File: src/rtl/invalidate_packet_multi.sv
// ---------------------------------------------------------------------------
// invalidate_packet_multi
//
// RX MAC error aggregator. Several raw error strobes (CRC, GMII rx_er, parser
// errors, ...) are masked and merged into one invalidate strobe per bad frame.
// The block stays in ERROR until the frame has ended and no error is present.
// It also keeps the per-frame cause vector and a saturating count of
// invalidated frames.
//
// Parameters:
//   NUM_SRC  number of error sources (1..32)
//   CNT_W    width of the bad-frame and per-source counters (>= 2)
//
// Optional feature macro:
//   INVALIDATE_PER_SRC_CNT_EN - when defined, one saturating counter per
//   source is kept. It counts the bad frames whose final cause vector had that
//   source set. When not defined, src_cnt_o is constant zero and has no flops.
//
// Ports:
//   clk            clock
//   rst_n          asynchronous active-low reset
//   frame_valid_i  frame in progress (GMII rx valid)
//   src_err_i      raw error strobes, one per source
//   src_mask_i     per-source enable (1 = enabled), quasi-static
//   clr_cnt_i      synchronous clear of all counters
//   error_pulse_o  one-cycle invalidate strobe, combinational from the inputs
//   frame_bad_o    high while in the ERROR state
//   cause_o        causes accumulated for the last or current bad frame
//   cause_valid_o  one-cycle strobe: cause_o is final for that frame
//   bad_cnt_o      saturating count of invalidate strobes
//   src_cnt_o      per-source bad-frame counters, source i at [i*CNT_W +: CNT_W]
// ---------------------------------------------------------------------------
module invalidate_packet_multi #(
    parameter int NUM_SRC = 4,
    parameter int CNT_W   = 16
) (
    input  logic                     clk,
    input  logic                     rst_n,
    input  logic                     frame_valid_i,
    input  logic [NUM_SRC-1:0]       src_err_i,
    input  logic [NUM_SRC-1:0]       src_mask_i,
    input  logic                     clr_cnt_i,
    output logic                     error_pulse_o,
    output logic                     frame_bad_o,
    output logic [NUM_SRC-1:0]       cause_o,
    output logic                     cause_valid_o,
    output logic [CNT_W-1:0]         bad_cnt_o,
    output logic [NUM_SRC*CNT_W-1:0] src_cnt_o
);

    typedef enum logic [0:0] {
        ST_NO_ERROR = 1'b0,
        ST_ERROR    = 1'b1
    } state_t;

    // Saturating increment: all-ones is held rather than wrapping to zero.
    function automatic logic [CNT_W-1:0] sat_inc(input logic [CNT_W-1:0] value);
        logic [CNT_W-1:0] result;
        if (value == {CNT_W{1'b1}}) begin
            result = value;
        end else begin
            result = value + {{(CNT_W-1){1'b0}}, 1'b1};
        end
        return result;
    endfunction

    state_t             state_q, state_d;
    logic [NUM_SRC-1:0] cause_q, cause_d;
    logic               cause_valid_q, cause_valid_d;
    logic [CNT_W-1:0]   bad_cnt_q, bad_cnt_d;
    logic [NUM_SRC-1:0] err_vec_s;
    logic               err_any_s;
    logic               pulse_s;

    assign err_vec_s = src_err_i & src_mask_i;
    assign err_any_s = |err_vec_s;

    // Next state, cause accumulation and invalidate strobe.
    always_comb begin
        state_d       = state_q;
        cause_d       = cause_q;
        cause_valid_d = 1'b0;
        pulse_s       = 1'b0;
        case (state_q)
            ST_NO_ERROR: begin
                // Not gated by frame_valid_i, so a late CRC strobe still invalidates.
                if (err_any_s) begin
                    pulse_s = 1'b1;
                    state_d = ST_ERROR;
                    cause_d = err_vec_s;
                end else begin
                    state_d = ST_NO_ERROR;
                end
            end
            ST_ERROR: begin
                cause_d = cause_q | err_vec_s;
                if (!frame_valid_i && !err_any_s) begin
                    state_d       = ST_NO_ERROR;
                    cause_valid_d = 1'b1;
                end else begin
                    state_d = ST_ERROR;
                end
            end
            default: begin
                state_d = ST_NO_ERROR;
            end
        endcase
    end

    // Bad-frame counter next value: a clear wins, but still counts a coincident pulse.
    always_comb begin
        bad_cnt_d = bad_cnt_q;
        if (clr_cnt_i) begin
            bad_cnt_d = {{(CNT_W-1){1'b0}}, pulse_s};
        end else if (pulse_s) begin
            bad_cnt_d = sat_inc(bad_cnt_q);
        end else begin
            bad_cnt_d = bad_cnt_q;
        end
    end

    // State, cause and bad-frame counter registers.
    always_ff @(posedge clk or negedge rst_n) begin
        if (!rst_n) begin
            state_q       <= ST_NO_ERROR;
            cause_q       <= {NUM_SRC{1'b0}};
            cause_valid_q <= 1'b0;
            bad_cnt_q     <= {CNT_W{1'b0}};
        end else begin
            state_q       <= state_d;
            cause_q       <= cause_d;
            cause_valid_q <= cause_valid_d;
            bad_cnt_q     <= bad_cnt_d;
        end
    end

`ifdef INVALIDATE_PER_SRC_CNT_EN
    logic [NUM_SRC-1:0][CNT_W-1:0] src_cnt_q, src_cnt_d;

    // Per-source counters advance on the cycle where cause_q is final; clear wins.
    always_comb begin
        src_cnt_d = src_cnt_q;
        for (int i = 0; i < NUM_SRC; i++) begin
            if (clr_cnt_i) begin
                src_cnt_d[i] = {CNT_W{1'b0}};
            end else if (cause_valid_q && cause_q[i]) begin
                src_cnt_d[i] = sat_inc(src_cnt_q[i]);
            end else begin
                src_cnt_d[i] = src_cnt_q[i];
            end
        end
    end

    // Per-source counter registers.
    always_ff @(posedge clk or negedge rst_n) begin
        if (!rst_n) begin
            src_cnt_q <= {(NUM_SRC*CNT_W){1'b0}};
        end else begin
            src_cnt_q <= src_cnt_d;
        end
    end

    assign src_cnt_o = src_cnt_q;
`else
    assign src_cnt_o = {(NUM_SRC*CNT_W){1'b0}};
`endif

    assign error_pulse_o = pulse_s;
    assign frame_bad_o   = (state_q == ST_ERROR);
    assign cause_o       = cause_q;
    assign cause_valid_o = cause_valid_q;
    assign bad_cnt_o     = bad_cnt_q;

endmodule

File: config.mk
export PLATFORM = sky130hd
export DESIGN_NAME = invalidate_packet_multi
export DESIGN_NICKNAME = d
export VERILOG_FILES = /design/src/rtl/invalidate_packet_multi.sv
export SDC_FILE = /design/constraint.sdc
export NUM_CORES = 1
export LEC_CHECK = 0
export CAP_MARGIN = 30
export CORE_MARGIN = 5
export CORE_UTILIZATION = 41
export DETAILED_ROUTE_END_ITERATION = 16
export PLACE_DENSITY = 0.86
export SYNTH_ARGS = -nofsm -noshare
export SYNTH_HDL_FRONTEND = slang
export SYNTH_SLANG_ARGS = --single-unit
File: constraint.sdc
create_clock -name clk -period 3.8 [get_ports clk]
set_input_delay 0.76 -clock clk [delete_from_list [all_inputs] [get_ports clk]]
set_output_delay 0.76 -clock clk [all_outputs]
set_load 0.01 [all_outputs]
; ---- After elaboration in Yosys (flattened, before gate mapping)
; Index checks and enable logic that the tools add are counted.
[word_totals]
wordCells = 28
regBits = 22
output_inout_bits = 87
input_bits = 12
[classes]
n_mux = 11
eq_ne = 3
reduce_logical = 6
bitwise = 3
add_sub_neg = 1
[ops]
columns = op, n
row1 = $mux 16, 3
row2 = $add 16x1->16 const B, 1
row3 = $eq 16x16->1 const B, 1
row4 = $pmux 4 s2, 1
row5 = $mux 1, 5
row6 = $and 4x4->4, 1
row7 = $mux 4, 1
row8 = $ne 2x2->1 const B, 2
row9 = $or 4x4->4, 1
row10 = $reduce_or 4->1, 1
row11 = $logic_not 1->1, 2
row12 = $pmux 1 s2, 1
row13 = $reduce_and 2->1, 1
row14 = $reduce_bool 2->1, 1
row15 = $logic_and 1x1->1, 1
row16 = $not 1->1, 1

; ---- Depth between registers and ports, before layout
[logic_depth]
word_depth = 6
depth_mapped = 6
depth_no_buf = 5

; ---- Worst setup path after synthesis
; OpenSTA, ideal clock, no wires.
[synth_path]
kind = in2out
startpoint = input port src_err_i[2]
endpoint = output port error_pulse_o
arrival_ns = 1.459
t_required_ns = 3.040
cell_stages = 3
n_path_buf = 0
setup_slack_ns = 1.581
cell_sequence = a22oi_1 a21o_1 inv_2
[synth_between]
elab_chain_cells = 4
[synth_lines]
columns = item, line
row1 = start: declaration, 40  ; input logic [NUM_SRC-1:0] src_err_i,
row2 = $and 4x4->4, 75  ; assign err_vec_s = src_err_i & src_mask_i;
row3 = $reduce_or 4->1, 76  ; assign err_any_s = |err_vec_s;
row4 = $mux 1, 87  ; if (err_any_s) begin
row5 = $mux 1, 84  ; case (state_q)
row6 = end: declaration, 43  ; output logic error_pulse_o,
; Every way passes these cells.

; ---- Worst setup path in the final report
[layout_path]
startpoint = input port src_err_i[1]
endpoint = output port error_pulse_o
; The elaborated chain is that of the path after synthesis.

==> results.md <==
- Status: finished clean
- Initial DRC count: 26
- Final setup viols: 0
- Slowest CP cell: a22oi_1
- Worst path max stage delay: 490 ps
- Yosys warns: 0
- Total Routing Usage GR: 11.61%
- Reg power frac: 48.2%
- Post-synthesis sequential area ratio: 32.38%
- Post-synthesis cell count: 186
- Synth-to-Final Area Change: 12.88%
- Most used cell, CP: clkdlybuf4s50_1
- Max-Cap Viols: 0
- Worst Setup End Kind: output pin
- CTS tree: done
- Clock tree buffer depth: 2
- Root Buffer: clkbuf_8
- Fmax: 312.3 MHz
- Flops & latches, synth: 22
- Post-cts repair resize count: 0
- Largest net degree at the start of global routing: 25
- CTS Sinks: 22
- Rows: 23
- Min Hold Slack: 502.2 ps
- Critical path required time: 3040 ps
- Routability cong.: 0.7839
- DR vias/cell: 4.583
- Global-route wire length before repair: 5.023 mm
- Worst slew pin tran: 1027 ps
- VDD IR max: 0.2189 mV
- Minimum clock period: 3202 ps
- RSZ-0062 raised after global routing: no
- Worst hold path class: reg -> reg
- Number of synthesized flops with an enable pin: 0
- Top-count cell post-synth: buf_4
- Vias in the first global route: 1047
- Metal1 wirelength: 1.413 mm
- Total grt overflow: 0
- Port Buffer Count: 34
- DRC Markers: 0
- Internal power: 0.3794 mW
- Sw Ratio: 27.93%
- CTS buffer count: 3
- Layout cells sized above 1: 6.335%
- Async set-reset flop share out of synthesis: 100.0%
- Buffers & Inverters on Critical Path: 3
- Logic pwr share: 20.1%
- CP Cell Sequence: clkdlybuf4s50_1 > a22oi_1 > a21o_1 > inv_2 > clkdlybuf4s50_1
- Antenna violations before repair: 0
- I/O Pins: 99
- Worst Path Arrival: 2440 ps
- Synth area leader: dfrtp_1
- Lkg Pwr: 0.8566 nW
- Dpl hpwl: 2.703 mm
- H-tree depth: 1
- Slew Limit Fails: 0
- Hold Fails Final Rpt: 0
- ANT cells: 0
- Crit path max fanout: 6
- Share of the synthesized area in the top cell type: 32.38%
- Initial Util: 42.51%
- Core area: 4000 um2
- Power share of the clock group: 31.7%
- Avg Inst Size Synth: 9.142 um2
- Clock skew: 1.672 ps
- Clk slew on worst S/H paths: 80 ps
- Pre-antenna DRT Iters: 4
- DR WL met2: 1.591 mm
- Synth top area cells: dfrtp_1 32%, buf_4 28%, mux2_1 4.0%
- Clock latency on the worst-skew pair: 260 ps
- Post-CTS Repair Setup Buffers: 0
- Synth Cell Area: 1700 um2
- Die Wd: 74.40 um
- Wire per inst: 12.43 um
- Via count: 1242
- Nets: 235
- Metal3 WL: 347 um
- Crit Path Class: in -> out
- Layout fillers: 388
- Number of distinct library cells after synthesis: 45
- Post-synth top cells: 64 x buf_4, 22 x dfrtp_1, 14 x nor2_1, 8 x a21oi_1, 6 x mux2_1
- Slew HR: 30.97%
- Synth Flop Type: dfrtp_1
- Pwr dens: 274.3 nW/um2
- Die area: 5535 um2
- Startpoint Class: input port
- Highest routed layer: met4
- Die Ht: 74.40 um
- Final worst-path cycle share: 84.27%
- Antenna-violating nets left: 0
- Crit-path leading delay family: buffers and inverters
- Setup TNS: 0 ps
- # hold bufs at CTS: 0
- Post-Route WL: 3.369 mm
- Switch Pwr: 0.1470 mW
path summary, 6_finish.rpt:
kind	start	end	slack, ps	depth (start not counted)
setup / recovery	src_err_i[1]	error_pulse_o	600	5
min in group asynchronous	rst_n	bad_cnt_o[3]	810	1
setup reg to reg	bad_cnt_o[0]	bad_cnt_o[11]	1450	5
hold reg to reg	cause_o[1]	cause_o[1]	500	1
hold / removal	cause_o[1]	cause_o[1]	500	1
max in group asynchronous	rst_n	bad_cnt_o[6]	2550	2
sequential cells by signal (all words and copies together) (netlist names):
name and cells:
bad_cnt_o 16, cause_o 4, cause_valid_o 1, frame_bad_o 1
metal layers:
| metal | vias to the layer above | global-route usage, % |
|---|---|---|
| met5 | - | 0 |
| met4 | 0 | 3.162 |
| met3 | 2 | 3.378 |
| met2 | 58 | 18.54 |
| met1 | 580 | 15.35 |
| li1 | 602 | - |
power groups by stage:
stage | clock network [mW] | registers [mW] | logic (mW)
floorplan | 0 | 0.262 | 0.101
global placement | 0 | 0.258 | 0.102
detailed placement | 0 | 0.259 | 0.105
CTS | 0.175 | 0.254 | 0.106
global route | 0.181 | 0.256 | 0.117
finish | 0.167 | 0.254 | 0.106
kinds of logic (layout without fill, tap and decap cells):
logic type | count (synthesis) | count (layout) | share of synthesized area, %
other cells | 1 | 64 | 0.2205
mux | 8 | 8 | 5.445
compound gates | 29 | 29 | 12.58
flops | 22 | 22 | 32.38
fa+ha+maj | 1 | 1 | 0.7357
simple gates | 52 | 52 | 18.25
buf+inv | 73 | 45 | 30.39
cells in the final DEF (no fill, tap or decap), drive strengths merged, types with 2 or more instances in the layout:
cell type       n
nor4            3
o31ai           3
dfrtp          22
nand2           5
nand4           5
a21o            2
a2111oi         2
nor3            2
buf             2
or4             4
a22o            4
mux2            7
nor2           14
nand3           6
a22oi           2
clkbuf          4
a21oi           8
conb           64
and3            2
o21ai           3
clkdlybuf4s50  34
nor2b           4
inv             5
through the flow:
step / power, mW / area, um2 / utilization (%) / worst slack (ps) / cells
global placement: 0.3601 / 1849 / 46.23 / 637.3 / 266
finish: 0.5265 / 1919 / 47.98 / 597.7 / 271
CTS: 0.5344 / 1919 / 47.98 / 600.7 / 271
floorplan: 0.3630 / 1937 / - / 1581 / 249
global route: 0.5528 / 1919 / 47.98 / 488.6 / 271
detailed placement: 0.3638 / 1864 / 46.61 / 618.2 / 267
area by class of cell:
type	instances	area, um2	share of cell area [%]
repair buffers	36	362.8	18.90
well taps	50	62.56	3.259
inverters	5	18.77	0.9778
flip-flops and latches	22	550.5	28.68
clock buffers	4	55.05	2.868
multi-input cells	154	869.6	45.31
No activity file was read; power rests on OpenSTA's default activity.
